[src/rtl/xor_accum.sv]
// Streaming XOR reducer: folds up to FRAME_LEN words into one result word,
// a word count and a parity bit, with valid/ready handshakes on both sides.
module xor_accum #(
    parameter int WIDTH      = 8,
    parameter int FRAME_LEN  = 4,
    parameter int ODD_PARITY = 0,
    localparam int CW        = $clog2(FRAME_LEN + 1)
) (
    input  logic             clk,
    input  logic             rst_n,
    input  logic             in_valid,
    output logic             in_ready,
    input  logic [WIDTH-1:0] in_data,
    input  logic             in_last,
    output logic             out_valid,
    input  logic             out_ready,
    output logic [WIDTH-1:0] out_word,
    output logic             out_parity,
    output logic [CW-1:0]    out_count
);

    localparam logic [0:0] ST_ACCUM = 1'b0;
    localparam logic [0:0] ST_HOLD  = 1'b1;

    function automatic logic parity_of(input logic [WIDTH-1:0] v);
        parity_of = ^v;
    endfunction

    logic [0:0]       r_state;
    logic [WIDTH-1:0] r_acc;
    logic [CW-1:0]    r_cnt;
    logic [WIDTH-1:0] r_out_word;
    logic [CW-1:0]    r_out_count;

    logic             w_accept;
    logic             w_close;
    logic [CW-1:0]    w_cnt_inc;
    logic [WIDTH-1:0] w_acc_next;

    // Accept/close decision for the word presented this cycle
    always_comb begin
        w_accept   = 1'b0;
        w_close    = 1'b0;
        w_cnt_inc  = r_cnt + CW'(1);
        w_acc_next = r_acc ^ in_data;
        if (r_state == ST_ACCUM) begin
            w_accept = in_valid;
        end else begin
            w_accept = 1'b0;
        end
        // FRAME_LEN-th word and in_last together still close only one frame
        if (w_accept && (in_last || (w_cnt_inc == CW'(FRAME_LEN)))) begin
            w_close = 1'b1;
        end else begin
            w_close = 1'b0;
        end
    end

    // Accumulator, counter, result registers and two-state control
    always_ff @(posedge clk or negedge rst_n) begin
        if (!rst_n) begin
            r_state     <= ST_ACCUM;
            r_acc       <= {WIDTH{1'b0}};
            r_cnt       <= {CW{1'b0}};
            r_out_word  <= {WIDTH{1'b0}};
            r_out_count <= {CW{1'b0}};
        end else begin
            case (r_state)
                ST_ACCUM: begin
                    if (w_accept) begin
                        r_acc <= w_acc_next;
                        r_cnt <= w_cnt_inc;
                        if (w_close) begin
                            r_out_word  <= w_acc_next;
                            r_out_count <= w_cnt_inc;
                            r_state     <= ST_HOLD;
                        end
                    end
                end
                ST_HOLD: begin
                    if (out_ready) begin
                        r_acc   <= {WIDTH{1'b0}};
                        r_cnt   <= {CW{1'b0}};
                        r_state <= ST_ACCUM;
                    end
                end
                default: begin
                    r_state <= ST_ACCUM;
                end
            endcase
        end
    end

    assign in_ready   = (r_state == ST_ACCUM);
    assign out_valid  = (r_state == ST_HOLD);
    assign out_word   = r_out_word;
    assign out_count  = r_out_count;
    assign out_parity = parity_of(r_out_word) ^ 1'(ODD_PARITY);

endmodule
[config.mk]
export PLATFORM = sky130hd
export DESIGN_NAME = xor_accum
export DESIGN_NICKNAME = d
export VERILOG_FILES = /design/src/rtl/xor_accum.sv
export SDC_FILE = /design/constraint.sdc
export NUM_CORES = 1
export LEC_CHECK = 0
export ABC_CLOCK_PERIOD_IN_PS = 4700
export BUFFER_PORTS_ARGS = -buffer_cell sky130_fd_sc_hd__buf_2
export CAP_MARGIN = 15
export CELL_PAD_IN_SITES_DETAIL_PLACEMENT = 1
export CELL_PAD_IN_SITES_GLOBAL_PLACEMENT = 1
export CORE_AREA = 2 2 57 59
export CTS_CLUSTER_DIAMETER = 200
export DETAILED_ROUTE_END_ITERATION = 10
export DIE_AREA = 0 0 59 61
export PLACE_DENSITY = 0.83
export SETUP_SLACK_MARGIN = 0.5
export SLEW_MARGIN = 5
export SYNTH_ARGS = -nofsm -noshare
export SYNTH_HDL_FRONTEND = slang
export SYNTH_SLANG_ARGS = --single-unit
[constraint.sdc]
create_clock -name clk -period 4.7 [get_ports clk]
set_clock_uncertainty 0.2 [all_clocks]
set_input_delay 1.175 -clock clk [delete_from_list [all_inputs] [get_ports clk]]
set_output_delay 1.175 -clock clk [all_outputs]
set_load 0.005 [all_outputs]
; ---- Word-level counts from Yosys, hierarchy flattened
; Index checks and enable logic that the tools add are counted.
[word_totals]
out_inout_bits = 14
regBits = 23
elab_cells = 28
input_bits = 13
[op_classes]
reduce_logical = 5
muxes = 12
n_eq_ne = 3
bitwise = 2
add_sub_neg = 1
[op_table]
columns = cell, count
row1 = 2-to-1 mux 8 bit, 2
row2 = one-hot mux 8 bit (2 select lines), 1
row3 = parity 8 bit, 1
row4 = bitwise XOR 8 bit, 1
row5 = 2-to-1 mux 3 bit, 2
row6 = one-hot mux 3 bit (2 select lines), 1
row7 = 2-to-1 mux 1 bit, 5
row8 = "adder 3 x 1 -> 3 bit, second input constant", 1
row9 = "equality test 3 bit, second input constant", 1
row10 = AND reduction 3 bit, 1
row11 = "inequality test 2 x 1 -> 1 bit, second input constant", 1
row12 = "inequality test 2 bit, second input constant", 1
row13 = one-hot mux 1 bit (2 select lines), 1
row14 = AND reduction 2 bit, 1
row15 = logical AND 1 bit, 1
row16 = logical OR 1 bit, 1
row17 = inverter 1 bit, 1

; ---- Logic depth before layout (Yosys ltp)
; Gate-level depths: netlist of run 1.
[logic_depth]
depth_word = 8
mapped_depth = 5
depth_no_buf = 4

; ---- Worst setup path after synthesis of run 1
; Ideal clock, no wire load.
[synth_timing]
kind = flip-flop to output port
start = register r_out_word[7] (netlist: out_word[7])
end = output out_parity
slack_ns = 2.441
arrival_time_ns = 0.884
stages_incl_launch_ff = 4
required_ns = 3.325
n_path_buf = 0
path_cell_list = dfrtp_1 xor2_1 xnor2_1 xnor2_1
[synth_between]
elab_chain_cells = 1
[synth_rtl]
columns = element, line
row1 = start: declaration, 32  ; logic [WIDTH-1:0] r_out_word;
row2 = start signal: assignment, 65  ; r_out_word <= {WIDTH{1'b0}};
row3 = start signal: assignment, 74  ; r_out_word <= w_acc_next;
row4 = parity 8 bit, 26  ; parity_of = ^v;
row5 = end: declaration, 18  ; output logic out_parity,
; No other way between the ends.

; ---- Worst setup path in the final report of run 1
; Ends and elaborated chain as after synthesis.

==> impl_metrics.csv, run 1 <==
group,metric,value,unit
worst_hold_path,min_path_type,"register to register",
route,via_per_inst,5.39,
clocking,postCtsHoldBufs,0,
sta,worst_pin_slew,734,ps
route,num_vias,900,
global_routing,grt_max_degree,24,
worst_setup_path,endpoint_kind,"output pin",
clocking,clk_pin_slew_worst_paths,120,ps
finish,nNetsFinal,150,
clocking,cts_setup_buffers,0,
sta,setup_viol,0,
place,hpwlAfterDp,1.92,mm
worst_setup_path,required,3320,ps
finish,area_growth,14.2,%
global_routing,grt.total_usage,16.7,%
finish,drive_gt1_share,29.1,%
worst_setup_path,crit_fanout,3,
clocking,htree_levels,1,
yosys,netlist_area,1180,um^2
finish,antennaDiodeCount,0,
clocking,worstSkewPairLatency,310,ps
die,die_y,61,um
worst_setup_path,critPathKind,"register to output pin",
die,rows,20,
route,route.detailed.drc,0,
die,pin_count,27,
yosys,yosysTopAreaCellShare,48.6,%
yosys,netlist_top_cells_area,"dfrtp_1 49%, mux2_4 10%, o21ai_0 8.4%",
global_routing,antenna_found_initial,0,
die,die_area,3600,um^2
finish,utilization,45.8,%
clocking,cts_num_sinks,23,
finish,fillers,341,
sta,hold_violations,0,
sta,fin_hold_ws,294,ps
power,pwr_density_cell,627,nW/um^2
yosys,ys_ff_latch,23,
die,coreArea,2950,um^2
place,port_buffers,26,
sta,fmax,364,MHz
sta,finalCritPeriodShare,58.4,%
job,drv_cap,0,
yosys,yosysWarnings,0,
yosys,syn_nets,124,
place,gp_congestion,0.766,
clocking,cts_buffers,3,
clocking,cts_resized,0,
clocking,clockBufferDepth,2,
yosys,netlist.top_cell.by_area,"dfrtp_1",
yosys,syn_inst,109,
route,ant_nets,0,
clocking,cts_tree,"built",
sta,max_slew_margin,51.1,%
sta,rsz0062_at_grt,"no",
global_routing,first_global_vias,977,
worst_setup_path,startpoint_type,"register",
yosys,syn_avg_cell_area,10.9,um^2
sta,setup_tns,0,ps
sta,drv_slew,0,
route,detail_route.wl_per_cell,15.3,um
power,ir_drop,197,uV
global_routing,grt_pass1_wl,4.44,mm
worst_setup_path,arrival,1370,ps
yosys,synth.distinct_cells,19,
global_routing,overflow,0,
sta,period_minus_slack,2740,ps
power,cellLeakagePower,0.631,nW
route,wl,2.55,mm
route,drt_iter0_drc,19,
route,drt_pass1_iterations,4,
clocking,clk_root_buffer_cell,"clkbuf_4",
status,status,"finished, final reports clean",
die,fp.dieW,59,um
yosys,synth_seq_area_share,48.6,%
die,start_util,40.1,%
==> layer usage <==
layer  global-route usage [%]  share of wire, %  vias to the layer above
met1                     20.7                44                      459
li1                         -                 -                      417
met4                     6.49               1.1                        0
met5                        0                 0                        -
met2                     29.7                51                       20
met3                     2.13               3.8                        4
==> per-stage QoR <==
step                      cell area, um^2  power [mW]  std cells  setup WS, ps
after CTS                            1350       0.861        167          1930
after floorplan                      1180       0.620        109          2440
final                                1350       0.848        167          1960
after detailed placement             1330       0.769        163          1800
after global routing                 1350       0.932        167          1800
after global placement               1330       0.743        163          1850
==> final cells by class <==
cell class | count | area, um^2 | share of cell area (%)
clock buffer | 4 | 26.3 | 1.94
tap | 33 | 41.3 | 3.05
timing repair buffer | 26 | 130 | 9.62
sequential | 23 | 576 | 42.6
multi-input combinational | 79 | 572 | 42.3
inverter | 2 | 7.51 | 0.555
==> critical path, stage by stage (launching register included) <==
cell and delay [ps]:
dfrtp_1 430, xor2_1 180, xnor2_1 190, xnor2_1 130
buf_2 120
==> final timing paths <==
kind	depth (start not counted)	startpoint	to	slack [ps]
setup / recovery	4	out_word[7]	out_parity	1960
min in group asynchronous	1	rst_n	r_acc[2]	610
hold reg to reg	2	out_count[2]	out_count[2]	290
max in group asynchronous	1	rst_n	out_word[7]	3340
hold / removal	2	out_count[2]	out_count[2]	290
setup reg to reg	4	r_cnt[0]	out_count[1]	2480
==> cells in the final DEF, fill, tap and decap left out <==
| cell type | count |
|---|---|
| buf_2 | 26 |
| clkbuf_1 | 1 |
| nor2b_1 | 2 |
| mux2i_1 | 2 |
| o21ai_0 | 20 |
| nand2_1 | 13 |
| mux2_4 | 8 |
| xnor2_1 | 8 |
| ha_1 | 2 |
| nand3b_1 | 2 |
| or2_1 | 1 |
| o22ai_1 | 1 |
| dfrtp_1 | 23 |
| xor2_1 | 10 |
| o21ai_2 | 1 |
| inv_1 | 2 |
| mux2_2 | 1 |
| clkbuf_4 | 3 |
| a21oi_1 | 8 |
==> Yosys cell counts (all sizes together) <==
library cell / count
a21oi: 8
buf: 4
clkbuf: 1
dfrtp: 23
ha: 2
inv: 2
mux2: 9
mux2i: 2
nand2: 13
nand3b: 2
nor2b: 2
o21ai: 21
o22ai: 1
or2: 1
xnor2: 8
xor2: 10
==> sequential cells by signal, summed over array words and instances (netlist names) <==
signal	cells
out_word	8
r_acc	8
out_count	3
r_cnt	3
out_valid	1
==> report_power, final <==
| part | internal, mW | total (mW) | leakage, nW | switching [mW] |
|---|---|---|---|---|
| clock network | 0.0332 | 0.0929 | 0.0150 | 0.0597 |
| logic | 0.228 | 0.387 | 0.332 | 0.159 |
| registers | 0.281 | 0.368 | 0.284 | 0.0868 |
| total | 0.543 | 0.848 | 0.631 | 0.305 |
==> kinds of logic after synthesis <==
group	Yosys count	share of synthesized area, %
AOI/OAI and AO/OA	30	13.1
xor gates and xnor gates	18	13.3
adders and majority gates	2	2.11
buffers and inverters	7	3.17
DFF	23	48.6
muxes	11	12.8
and+or+nand+nor	18	6.97
Power figures use the tool's default switching activity.
==> run 2, diff against run 1 <==
--- a/config.mk
+++ b/config.mk
@@ -5,16 +5,17 @@
 export SDC_FILE = /design/constraint.sdc
 export NUM_CORES = 1
 export LEC_CHECK = 0
-export ABC_CLOCK_PERIOD_IN_PS = 4700
+export ABC_AREA = 1
+export ABC_CLOCK_PERIOD_IN_PS = 2340
 export BUFFER_PORTS_ARGS = -buffer_cell sky130_fd_sc_hd__buf_2
 export CAP_MARGIN = 15
 export CELL_PAD_IN_SITES_DETAIL_PLACEMENT = 1
 export CELL_PAD_IN_SITES_GLOBAL_PLACEMENT = 1
-export CORE_AREA = 2 2 57 59
+export CORE_AREA = 2 2 64 66
 export CTS_CLUSTER_DIAMETER = 200
 export DETAILED_ROUTE_END_ITERATION = 10
-export DIE_AREA = 0 0 59 61
-export PLACE_DENSITY = 0.83
+export DIE_AREA = 0 0 66 68
+export PLACE_DENSITY = 0.79
 export SETUP_SLACK_MARGIN = 0.5
 export SLEW_MARGIN = 5
 export SYNTH_ARGS = -nofsm -noshare
==> constraint.sdc (replaced) <==
create_clock -name clk -period 2.34 [get_ports clk]
set_clock_uncertainty 0.2 [all_clocks]
set_input_delay 0.585 -clock clk [delete_from_list [all_inputs] [get_ports clk]]
set_output_delay 0.585 -clock clk [all_outputs]
set_load 0.005 [all_outputs]
==> impl_metrics.csv, run 2 <==
group,metric,value,unit
worst_setup_path,cp_slowest_stage_delay,430,ps
clocking,clk_root_buffer_cell,"clkbuf_8",
yosys,synth.distinct_cells,14,
power,clkPwrFrac,12.6,%
sta,worst_pin_slew,508,ps
finish,area_growth,24.0,%
clocking,worstSkewPairLatency,270,ps
worst_setup_path,worst-r2r-cell-count,7,
global_routing,grt_pass1_wl,4.90,mm
route,route.detailed.drc,0,
route,wl,3.02,mm
sta,rsz0062_at_grt,"yes",
clocking,clockBufferDepth,2,
global_routing,overflow,0,
status,status,"finished, final reports clean",
yosys,syn_avg_cell_area,7.44,um^2
die,coreArea,3860,um^2
worst_setup_path,crit_top_cell,"nand2_1",
sta,final.setup.worst_slack,309,ps
worst_setup_path,path_cells,"inv_1, nand2_1, nand2_2, nand2_1, nand2_1, nand2_1, nand2_1, buf_2",
place,dpl.cell_count,240,
sta,period_minus_slack,2030,ps
finish,layout_commonest_cell,"nand2_1",
power,pwr_density_cell,1280,nW/um^2
global_routing,first_global_vias,1103,
power,comb_power_share,49.8,%
yosys,post-synth-top-count-cell,"nand2_1",
yosys,synth_edf_count,0,
die,die_y,68,um
route,drt_pass1_iterations,4,
place,hpwlAfterDp,2.17,mm
worst_setup_path,critical_path_buf_inv_count,2,
worst_setup_path,worst-path-stages,8,
die,fp.dieW,66,um
power,power.internal,1.15,mW
yosys,syn_nets,184,
worst_setup_path,arrival,1250,ps
place,gp_congestion,0.718,
yosys,yosysWarnings,0,
die,start_util,32.6,%
die,pin_count,27,
route,ant_nets,0,
clocking,cts_tree,"built",
finish,fillers,520,
power,ir_drop,381,uV
worst_hold_path,min_path_type,"input port to asynchronous set/reset pin",
route,num_vias,1161,
yosys,async_reset_ff_share,100,%
clocking,htree_levels,1,
place,port_buffers,26,
sta,setup_viol,0,
finish,utilization,40.4,%
worst_setup_path,startpoint_type,"register",
die,rows,23,
worst_setup_path,slowest_stage,"dfrtp_1",
sta,drv_slew,0,
power,netSwitchingFraction,42.6,%
yosys,netlist.top_cell.by_area,"dfrtp_1",
sta,finalCritPeriodShare,86.8,%
finish,antennaDiodeCount,0,
power,finalPower,2.00,mW
power,cellLeakagePower,0.887,nW
yosys,ys_ff_latch,23,
clocking,clk_pin_slew_worst_paths,90,ps
yosys,yosysTopAreaCellShare,45.8,%
yosys,ys_top_cells_by_count,"78 x nand2_1, 32 x nand3_1, 23 x dfrtp_1",
clocking,cts_buffers,3,
global_routing,antenna_found_initial,0,
die,die_area,4490,um^2
worst_setup_path,crit_family,"flip-flops",
clocking,postCtsHoldBufs,0,
power,switching_power,852,uW
finish,nNetsFinal,218,
worst_setup_path,crit_fanout,5,
worst_setup_path,critPathKind,"register to output pin",
job,drv_cap,0,
sta,hold_violations,0,
global_routing,grt_max_degree,24,
worst_setup_path,endpoint_kind,"output pin",
sta,max_slew_margin,66.2,%
route,via_per_inst,4.61,
power,seqPwrFrac,37.6,%
finish,stdcell_count,252,
route,detail_route.wl_per_cell,12.0,um
sta,fmax,492,MHz
clocking,cts_num_sinks,23,
yosys,netlist_area,1260,um^2
worst_setup_path,required,1550,ps
finish,drive_gt1_share,32.7,%
finish,final_cell_mix,"65 x nand2_1, 32 x nand3_1, 26 x buf_2",
yosys,synth_flop_cell,"dfrtp_1",
yosys,syn_inst,169,
yosys,netlist_top_cells_area,"dfrtp_1 46%, nand2_1 23%, nand3_1 13%",
sta,setup_tns,0,ps
place,place_ws,597,ps
route,drt_iter0_drc,19,
global_routing,grt.total_usage,14.2,%
yosys,synth_seq_area_share,45.8,%
## run 2: changes by cell type in the layout (fill, tap and decap cells not counted), moves of 4 or more
| cell | change |
|---|---|
| a21oi_1 | -8 |
| buf_4 | +9 |
| xnor2_1 | -8 |
| inv_1 | +4 |
| mux2_4 | -8 |
| nand2_2 | +15 |
| o21ai_0 | -20 |
| nand2_1 | +52 |
| nand3_1 | +32 |
| inv_2 | +8 |
## run 2: layout make-up
cell class,count,area [um^2],area share [%]
Clock buffer,3,41.3,2.65
Tap cell,50,62.6,4.01
Sequential cell,23,579,37.2
Clock inverter,1,5.00,0.321
Multi-Input combinational cell,126,621,39.8
Timing Repair Buffer,35,198,12.7
Inverter,14,52.6,3.37
## run 2: cells by family after synthesis
logic type	share of synthesized area [%]
buffers and inverters	7.46
xor gates and xnor gates	5.57
DFF	45.8
adders and majority gates	1.99
AOI/OAI and AO/OA	1.39
and+or+nand+nor	37.8
## run 2: layer usage
layer	track usage [%]	routed length [um]	vias to the layer above
met5	0	0	-
met4	7.65	51	0
met3	1.48	79	4
met2	24.1	1510	18
met1	18.0	1370	544
li1	-	-	595
## run 2: through the flow
| step | hold WS [ps] | cell area [um^2] |
|---|---|---|
| finish | 72.3 | 1560 |
| global route | 111 | 1560 |
| floorplan | 89.4 | 1260 |
| global placement | 292 | 1420 |
| detailed placement | 301 | 1420 |
| CTS | 95.7 | 1490 |
## run 2: what timing repair did
| action | CTS | global route |
|---|---|---|
| endpoints found under the setup margin | 1 | 1 |
| pin swaps | 0 | 11 |
| gates cloned | 0 | 0 |
| buffers inserted | 4 | 4 |
| resized for setup | 0 | 21 |
## run 2: final timing paths
kind / startpoint / to / slack (ps)
min: rst_n / r_cnt[2] / 70
min reg2reg: out_count[1] / out_count[1] / 310
max in group asynchronous: rst_n / out_word[0] / 1490
max: out_word[2] / out_parity / 310
max reg2reg: r_cnt[0] / out_word[4] / 700
min in group clk: out_count[1] / out_count[1] / 310
## run 2: power groups by stage
stage               combinational [mW]  sequential, mW  clock [mW]
finish                           0.995           0.752       0.252
global route                      1.14           0.787       0.276
CTS                              0.874           0.742       0.259
detailed placement               0.818           0.755           0
global placement                 0.795           0.741           0
floorplan                        0.554           0.732           0
